--- config.mk ---
export PLATFORM = sky130hd
export DESIGN_NAME = mem_ctrl_flat
export DESIGN_NICKNAME = d
export VERILOG_FILES = /design/src/rtl/mem_ctrl_if.sv /design/src/rtl/mem_ctrl.sv /design/src/flat_wrapper.sv
export SDC_FILE = /design/constraint.sdc
export NUM_CORES = 1
export LEC_CHECK = 0
export BUFFER_PORTS_ARGS = -buffer_cell sky130_fd_sc_hd__buf_2
export CORE_ASPECT_RATIO = 2
export CORE_MARGIN = 8
export CORE_UTILIZATION = 54
export DETAILED_ROUTE_END_ITERATION = 7
export HOLD_SLACK_MARGIN = 0.03
export MAX_ROUTING_LAYER = met4
export PLACE_DENSITY = 0.9
export SYNTH_ARGS = -nofsm -noshare
export SYNTH_HDL_FRONTEND = slang
export SYNTH_SLANG_ARGS = --single-unit
--- constraint.sdc ---
create_clock -name clk_in -period 2.8 [get_ports clk_in]
set_input_delay 0.28 -clock clk_in [delete_from_list [all_inputs] [get_ports clk_in]]
set_output_delay 0.28 -clock clk_in [all_outputs]
set_load 0.005 [all_outputs]
--- src/rtl/mem_ctrl_if.sv ---
// mem_ctrl_if: groups the CPU request/response signals and the byte-wide
// memory/IO bus of mem_ctrl. The controller uses the master modport; the
// CPU stages and memory model use the slave modport.
// Optional macro MEM_CTRL_ALIGN_CHECK_EN adds the misalign_o signal.
interface mem_ctrl_if;
   logic        rdy_in;
   logic        if_req_i;
   logic [31:0] if_addr_i;
   logic        if_done_o;
   logic [31:0] if_data_o;
   logic        dm_req_i;
   logic        dm_we_i;
   logic [1:0]  dm_size_i;
   logic [31:0] dm_addr_i;
   logic [31:0] dm_wdata_i;
   logic        dm_done_o;
   logic [31:0] dm_rdata_o;
   logic        busy_o;
   logic [7:0]  mem_din;
   logic [7:0]  mem_dout;
   logic [31:0] mem_a;
   logic        mem_wr;
`ifdef MEM_CTRL_ALIGN_CHECK_EN
   logic        misalign_o;
`endif

   modport master (
`ifdef MEM_CTRL_ALIGN_CHECK_EN
      output misalign_o,
`endif
      input  rdy_in,
      input  if_req_i, if_addr_i,
      output if_done_o, if_data_o,
      input  dm_req_i, dm_we_i, dm_size_i, dm_addr_i, dm_wdata_i,
      output dm_done_o, dm_rdata_o,
      output busy_o,
      input  mem_din,
      output mem_dout, mem_a, mem_wr
   );

   modport slave (
`ifdef MEM_CTRL_ALIGN_CHECK_EN
      input  misalign_o,
`endif
      output rdy_in,
      output if_req_i, if_addr_i,
      input  if_done_o, if_data_o,
      output dm_req_i, dm_we_i, dm_size_i, dm_addr_i, dm_wdata_i,
      input  dm_done_o, dm_rdata_o,
      input  busy_o,
      output mem_din,
      input  mem_dout, mem_a, mem_wr
   );
endinterface

--- src/rtl/mem_ctrl.sv ---
// mem_ctrl: arbitrates IF and MEM requests (MEM first) and serialises each
// access into little-endian single-byte bus cycles. Reads are pipelined with
// READ_LAT cycles of bus latency; rdy_in low freezes everything and discards
// bytes in flight, which are reissued on resume.
// Optional macro MEM_CTRL_ALIGN_CHECK_EN: misaligned half/word accesses skip
// the bus, complete with zero data and raise misalign_o for the DONE cycle.
module mem_ctrl #(
   parameter int READ_LAT = 2
) (
   input  logic       clk_in,
   input  logic       rst_in,
   mem_ctrl_if.master bus
);

   localparam logic [1:0] IDLE = 2'd0;
   localparam logic [1:0] RD   = 2'd1;
   localparam logic [1:0] WR   = 2'd2;
   localparam logic [1:0] DONE = 2'd3;

   localparam logic OWN_IF = 1'b0;
   localparam logic OWN_DM = 1'b1;

   logic [1:0]  state;
   logic        owner;
   logic [31:0] base;
   logic [31:0] wdata;
   logic [31:0] rbuf;
   logic [31:0] a_hold;
   logic [31:0] if_data;
   logic [31:0] dm_rdata;
   logic [2:0]  n;
   logic [2:0]  i;
   logic [2:0]  j;
`ifdef MEM_CTRL_ALIGN_CHECK_EN
   logic        misalign;
`endif

   logic        rdy;
   logic        grant_dm;
   logic        grant_if;
   logic [31:0] g_addr;
   logic [2:0]  g_n;
   logic        rd_issue;
   logic        wr_issue;
   logic        capture;
   logic        done_pulse;
   logic [31:0] cur_a;
   logic [31:0] rbuf_next;

   // Byte count of a MEM access; size 11 behaves as a word.
   function automatic logic [2:0] size_bytes(input logic [1:0] size);
      case (size)
         2'b00:   return 3'd1;
         2'b01:   return 3'd2;
         default: return 3'd4;
      endcase
   endfunction

`ifdef MEM_CTRL_ALIGN_CHECK_EN
   // Halfwords must be even, words must be 4-byte aligned.
   function automatic logic is_misaligned(input logic [2:0] nb, input logic [1:0] a);
      return ((nb == 3'd2) && a[0]) || ((nb == 3'd4) && (a != 2'b00));
   endfunction
`endif

   assign rdy = bus.rdy_in;

   // Arbitration in IDLE: MEM wins over IF.
   always_comb begin
      grant_dm = (state == IDLE) && bus.dm_req_i;
      grant_if = (state == IDLE) && !bus.dm_req_i && bus.if_req_i;
      g_addr   = grant_dm ? bus.dm_addr_i : bus.if_addr_i;
      g_n      = grant_dm ? size_bytes(bus.dm_size_i) : 3'd4;
   end

   // Bus issue qualifiers and the next assembled read buffer.
   always_comb begin
      rd_issue   = rdy && (state == RD) && (i < n);
      wr_issue   = rdy && (state == WR);
      cur_a      = base + {29'd0, i};
      done_pulse = rdy && (state == DONE);
      rbuf_next  = rbuf;
      rbuf_next[{j[1:0], 3'b000} +: 8] = bus.mem_din;
   end

   generate
      if (READ_LAT <= 1) begin : g_lat1
         assign capture = rd_issue;
      end else begin : g_latn
         logic [READ_LAT-2:0] flight;

         // Tracks issued read bytes until their data is due; a pause drops them.
         always_ff @(posedge clk_in) begin
            if (!rst_in || !rdy || (state != RD)) begin
               flight <= '0;
            end else begin
               flight[0] <= rd_issue;
               for (int k = 1; k < READ_LAT - 1; k++) begin
                  flight[k] <= flight[k-1];
               end
            end
         end

         assign capture = rdy && (state == RD) && flight[READ_LAT-2];
      end
   endgenerate

   // Main FSM, counters and data registers.
   always_ff @(posedge clk_in) begin
      if (!rst_in) begin
         state    <= IDLE;
         owner    <= OWN_IF;
         base     <= '0;
         wdata    <= '0;
         rbuf     <= '0;
         a_hold   <= '0;
         if_data  <= '0;
         dm_rdata <= '0;
         n        <= '0;
         i        <= '0;
         j        <= '0;
`ifdef MEM_CTRL_ALIGN_CHECK_EN
         misalign <= 1'b0;
`endif
      end else if (!rdy) begin
         // Unreceived bytes are reissued after the pause.
         if (state == RD) begin
            i <= j;
         end
      end else begin
         case (state)
            IDLE: begin
               if (grant_dm || grant_if) begin
                  base  <= g_addr;
                  n     <= g_n;
                  wdata <= bus.dm_wdata_i;
                  owner <= grant_dm ? OWN_DM : OWN_IF;
                  i     <= '0;
                  j     <= '0;
                  rbuf  <= '0;
`ifdef MEM_CTRL_ALIGN_CHECK_EN
                  if (is_misaligned(g_n, g_addr[1:0])) begin
                     state    <= DONE;
                     misalign <= 1'b1;
                     if (grant_dm) begin
                        dm_rdata <= '0;
                     end else begin
                        if_data <= '0;
                     end
                  end else
`endif
                  if (grant_dm && bus.dm_we_i) begin
                     state <= WR;
                  end else begin
                     state <= RD;
                  end
               end
            end
            RD: begin
               if (rd_issue) begin
                  i      <= i + 3'd1;
                  a_hold <= cur_a;
               end
               if (capture) begin
                  j    <= j + 3'd1;
                  rbuf <= rbuf_next;
                  if (j == n - 3'd1) begin
                     state <= DONE;
                     if (owner == OWN_DM) begin
                        dm_rdata <= rbuf_next;
                     end else begin
                        if_data <= rbuf_next;
                     end
                  end
               end
            end
            WR: begin
               i      <= i + 3'd1;
               a_hold <= cur_a;
               if (i == n - 3'd1) begin
                  state <= DONE;
               end
            end
            default: begin
               state <= IDLE;
`ifdef MEM_CTRL_ALIGN_CHECK_EN
               misalign <= 1'b0;
`endif
            end
         endcase
      end
   end

   // Output drive: bus address follows the issue counter, else holds.
   always_comb begin
      bus.mem_a      = (rd_issue || wr_issue) ? cur_a : a_hold;
      bus.mem_wr     = wr_issue;
      bus.mem_dout   = (state == WR) ? wdata[{i[1:0], 3'b000} +: 8] : 8'h00;
      bus.if_done_o  = done_pulse && (owner == OWN_IF);
      bus.dm_done_o  = done_pulse && (owner == OWN_DM);
      bus.if_data_o  = if_data;
      bus.dm_rdata_o = dm_rdata;
      bus.busy_o     = (state != IDLE);
`ifdef MEM_CTRL_ALIGN_CHECK_EN
      bus.misalign_o = (state == DONE) && misalign;
`endif
   end

endmodule
--- src/flat_wrapper.sv ---
// flat-port wrapper written by rule: the top's interface ports become plain ports
module mem_ctrl_flat 
#(
   parameter int READ_LAT = 2
)
  (clk_in, rst_in, bus_rdy_in, bus_if_req_i, bus_if_addr_i, bus_if_done_o, bus_if_data_o, bus_dm_req_i, bus_dm_we_i, bus_dm_size_i, bus_dm_addr_i, bus_dm_wdata_i, bus_dm_done_o, bus_dm_rdata_o, bus_busy_o, bus_mem_din, bus_mem_dout, bus_mem_a, bus_mem_wr);
  mem_ctrl_if bus_i ();
  input  logic clk_in;
  input  logic rst_in;
  input wire logic [$bits(bus_i.rdy_in)-1:0] bus_rdy_in;
  input wire logic [$bits(bus_i.if_req_i)-1:0] bus_if_req_i;
  input wire logic [$bits(bus_i.if_addr_i)-1:0] bus_if_addr_i;
  output wire logic [$bits(bus_i.if_done_o)-1:0] bus_if_done_o;
  output wire logic [$bits(bus_i.if_data_o)-1:0] bus_if_data_o;
  input wire logic [$bits(bus_i.dm_req_i)-1:0] bus_dm_req_i;
  input wire logic [$bits(bus_i.dm_we_i)-1:0] bus_dm_we_i;
  input wire logic [$bits(bus_i.dm_size_i)-1:0] bus_dm_size_i;
  input wire logic [$bits(bus_i.dm_addr_i)-1:0] bus_dm_addr_i;
  input wire logic [$bits(bus_i.dm_wdata_i)-1:0] bus_dm_wdata_i;
  output wire logic [$bits(bus_i.dm_done_o)-1:0] bus_dm_done_o;
  output wire logic [$bits(bus_i.dm_rdata_o)-1:0] bus_dm_rdata_o;
  output wire logic [$bits(bus_i.busy_o)-1:0] bus_busy_o;
  input wire logic [$bits(bus_i.mem_din)-1:0] bus_mem_din;
  output wire logic [$bits(bus_i.mem_dout)-1:0] bus_mem_dout;
  output wire logic [$bits(bus_i.mem_a)-1:0] bus_mem_a;
  output wire logic [$bits(bus_i.mem_wr)-1:0] bus_mem_wr;
  assign bus_i.rdy_in = bus_rdy_in;
  assign bus_i.if_req_i = bus_if_req_i;
  assign bus_i.if_addr_i = bus_if_addr_i;
  assign bus_if_done_o = bus_i.if_done_o;
  assign bus_if_data_o = bus_i.if_data_o;
  assign bus_i.dm_req_i = bus_dm_req_i;
  assign bus_i.dm_we_i = bus_dm_we_i;
  assign bus_i.dm_size_i = bus_dm_size_i;
  assign bus_i.dm_addr_i = bus_dm_addr_i;
  assign bus_i.dm_wdata_i = bus_dm_wdata_i;
  assign bus_dm_done_o = bus_i.dm_done_o;
  assign bus_dm_rdata_o = bus_i.dm_rdata_o;
  assign bus_busy_o = bus_i.busy_o;
  assign bus_i.mem_din = bus_mem_din;
  assign bus_mem_dout = bus_i.mem_dout;
  assign bus_mem_a = bus_i.mem_a;
  assign bus_mem_wr = bus_i.mem_wr;
  mem_ctrl #(.READ_LAT(READ_LAT)) u_core (.clk_in(clk_in), .rst_in(rst_in), .bus(bus_i));
endmodule
==> results.yml <==
detailed_routing:
  drt-vias-per-instance: 6.151
  route.vias.total: 9707
  drtPass1Iterations: 5
  drt-initial-drc-count: 1046
  wirelength_um: 30040
  drc_errors: 0
  postRouteAntennaNets: 0
  avgRoutedWirePerCell_um: 19.04
placed_design:
  place.gp.congestion: 0.8918
  portBuffers: 219
  post-dp-hpwl_um: 19640
synth:
  syn_nets: 1284
  synth_ff_type: "dfxtp_1"
  synth_simple_gate_area_frac: 0.2189
  synth-compound-area-share: 0.2067
  postSynthCellCount: 1152
  ys_seq_area_frac: 0.4256
  synth_edf_count: 0
  synth_cell_types: 59
  synth-xor-area-share: 0.03569
  ys_seq_elements: 205
  syn-cell-area_mm2: 0.009642
  synth_top_family_by_area: "simple AND/OR/NAND/NOR gates"
  ys_warn_count: 0
  synth_fa_ha_area_frac: 0.02673
  synth_mux_area_frac: 0.03582
  avgSynthCellArea_um2: 8.370
  async_flop_share: 0
worst_setup_path:
  cp.arrival_ns: 2.49
  crit_required_ns: 2.52
  worstSetupPathType: "reg2out"
  endpoint_kind: "output pin"
  crit_path_start_kind: "flip-flop"
  critPathMaxFanout: 13
cells_and_area:
  syn2layout_area_growth_pct: 23.84
  drive_above_1_share: 0.2588
  final_nets: 1485
power:
  swShare: 0.3408
  comb_power_share: 0.315
  p_leak_nw: 4.808
  p_per_area_mw_per_mm2: 761.5
  irDropWorstVdd_v: 0.0005510
  p_sw_mw: 3.098
  seq_power_share: 0.397
  clockPowerShare: 0.288
  intPower_mw: 5.994
  power_mw: 9.092
global_route:
  grt_pass1_wl_um: 47490
  grt_max_degree: 98
  grt_pass1_vias: 9490
  grtUsageTotal: 0.2525
  grt-ovfl-total: 0
  antenna_found_initial: 0
sta:
  tightest_slew_ns: 0.9896
  final_max_slew_viol_count: 0
  maxSlewHeadroom: 0.3402
  whs_ns: 0.04893
  finalHoldViolations: 0
  skew_ns: 0.01119
  post-route-min-period_ns: 2.766
  setup_viol: 0
  post-route-period-util: 0.9877
  fmax_ghz: 0.3616
  rsz0062_at_grt: "yes"
clocking:
  clk_pin_slew_ns: 0.07
  cts_buffers: 19
  cts_sinks: 205
  cts_root_buffer: "clkbuf_16"
  cts_tree: "done"
  ctsHtreeMaxLevel: 1
  clockBufferDepth: 3
  clock_latency_ns: 0.49
floorplanning:
  rows: 69
  die_h_um: 205.0
  ios: 220
  start_util: 0.5475
  die_area_mm2: 0.02265
  die_w_um: 110.5
  core_mm2: 0.01761
hold_path:
  hold_class: "in2reg"
status:
  status: "finished, final reports clean"
job:
  maxCapViolCount: 0
logic make-up (layout without fill, tap and decap cells):
group	after synthesis	count (layout)
compound gates	294	294
xor+xnor	36	36
fa+ha+maj	20	20
buf+inv	113	325
flops	205	205
mux	24	24
other cells	0	1
simple gates	460	460
cells in the final DEF, fill, tap and decap left out, types with 5 or more instances in the layout:
master,count
a22o_1,8
a211oi_1,10
a311oi_2,19
nor2_1,115
nand3_1,115
mux4_2,8
xor2_1,6
a21o_1,26
o21ai_1,23
dfxtp_1,200
buf_2,219
nand2b_1,25
o21ai_0,62
a311oi_1,37
mux2i_1,12
dlygate4sd3_1,17
dfxtp_2,5
nand2_1,143
xnor2_1,27
buf_4,30
ha_1,17
inv_1,18
nor3_1,11
nor4_2,9
nand4_1,7
clkbuf_1,5
a21oi_1,87
clkbuf_16,19
and2_1,9
buf_12,5
through the flow:
step	cell area, um2	utilization	setup slack, ns	std cells	TNS [ns]
after global routing	11940	0.6778	-0.07773	1577	-0.2426
after global placement	10870	0.6170	0.3727	1515	0
after detailed placement	10870	0.6170	0.2922	1515	0
after CTS	11820	0.6712	0.006116	1572	0
after floorplan	9642	-	0.6365	1152	0
final	11940	0.6780	0.03440	1578	0
registers in the layout (all words and copies together) (netlist names):
register	count
u_core.wdata	32
u_core.bus.if_data_o	32
u_core.rbuf	32
u_core.base	32
u_core.g_latn.flight	1
u_core.bus.dm_rdata_o	32
u_core.state	2
u_core.j	3
u_core.n	3
u_core.owner	1
u_core.a_hold	32
u_core.i	3
worst paths after layout:
kind / startpoint / endpoint / slack [ns] / depth (start not counted)
worst max register to register: u_core.n[0] / u_core.bus.if_data_o[9] / 0.41 / 8
worst min-delay path: bus_dm_wdata_i[4] / u_core.wdata[4] / 0.05 / 3
worst min register to register: u_core.wdata[18] / u_core.wdata[18] / 0.45 / 2
worst max-delay path: u_core.base[11] / bus_mem_a[21] / 0.03 / 6
cell usage after synthesis, drive strengths merged (12+ instances only):
cell / count / area [um2]
a21o: 27 / 202.7
a21oi: 89 / 445.4
a311oi: 56 / 609.3
buf: 38 / 204.0
clkbuf: 56 / 211.5
dfxtp: 205 / 4104
ha: 19 / 237.7
inv: 19 / 71.31
mux2i: 12 / 120.1
nand2: 147 / 554.3
nand2b: 25 / 156.4
nand3: 115 / 575.6
nor2: 115 / 431.7
nor4: 14 / 93.84
o21ai: 85 / 425.4
xnor2: 28 / 245.2
routing by layer:
layer	global-route usage	wire, um	share of wire
met2	0.4078	14570	0.48
met3	0.05189	2514	0.084
met5	-	0	0
met1	0.3004	11920	0.40
met4	0.1030	1037	0.035
worst max-delay path: stages (launching register included):
cell     delay, ns
dfxtp_1       0.48
and4_4        0.33
nand4_4       0.27
nor4_2        0.40
xnor2_1       0.16
a21oi_1       0.21
buf_2         0.15
timing repair:
item | CTS | global route
endpoints found under the hold margin | 17 | 0
hold buffers | 17 | 0
buffers inserted | 6 | 5
pin swaps | 3 | 4
gates cloned | 2 | 0
gates resized for setup | 13 | 22
endpoints found under the setup margin | 20 | 31
power by group through the flow:
stage | sequential [mW] | clock [mW] | combinational [mW]
2_1_floorplan | 3.54 | 0 | 1.93
4_1_cts | 3.58 | 2.66 | 2.79
3_5_place_dp | 3.64 | 0 | 2.68
5_1_grt | 3.65 | 2.76 | 3.13
3_3_place_gp | 3.61 | 0 | 2.58
6_report | 3.61 | 2.62 | 2.87
final cells by class:
| type | instances | area [um2] |
|---|---|---|
| Clock inverter | 6 | 92.59 |
| Inverter | 19 | 72.57 |
| Sequential cell | 205 | 4110 |
| Clock buffer | 26 | 521.8 |
| Multi-Input combinational cell | 834 | 5206 |
| Tap cell | 213 | 266.5 |
| Fill cell | 1360 | 5672 |
| Antenna cell | 1 | 2.502 |
| Timing Repair Buffer | 274 | 1668 |
Power figures use the tool's default switching activity.
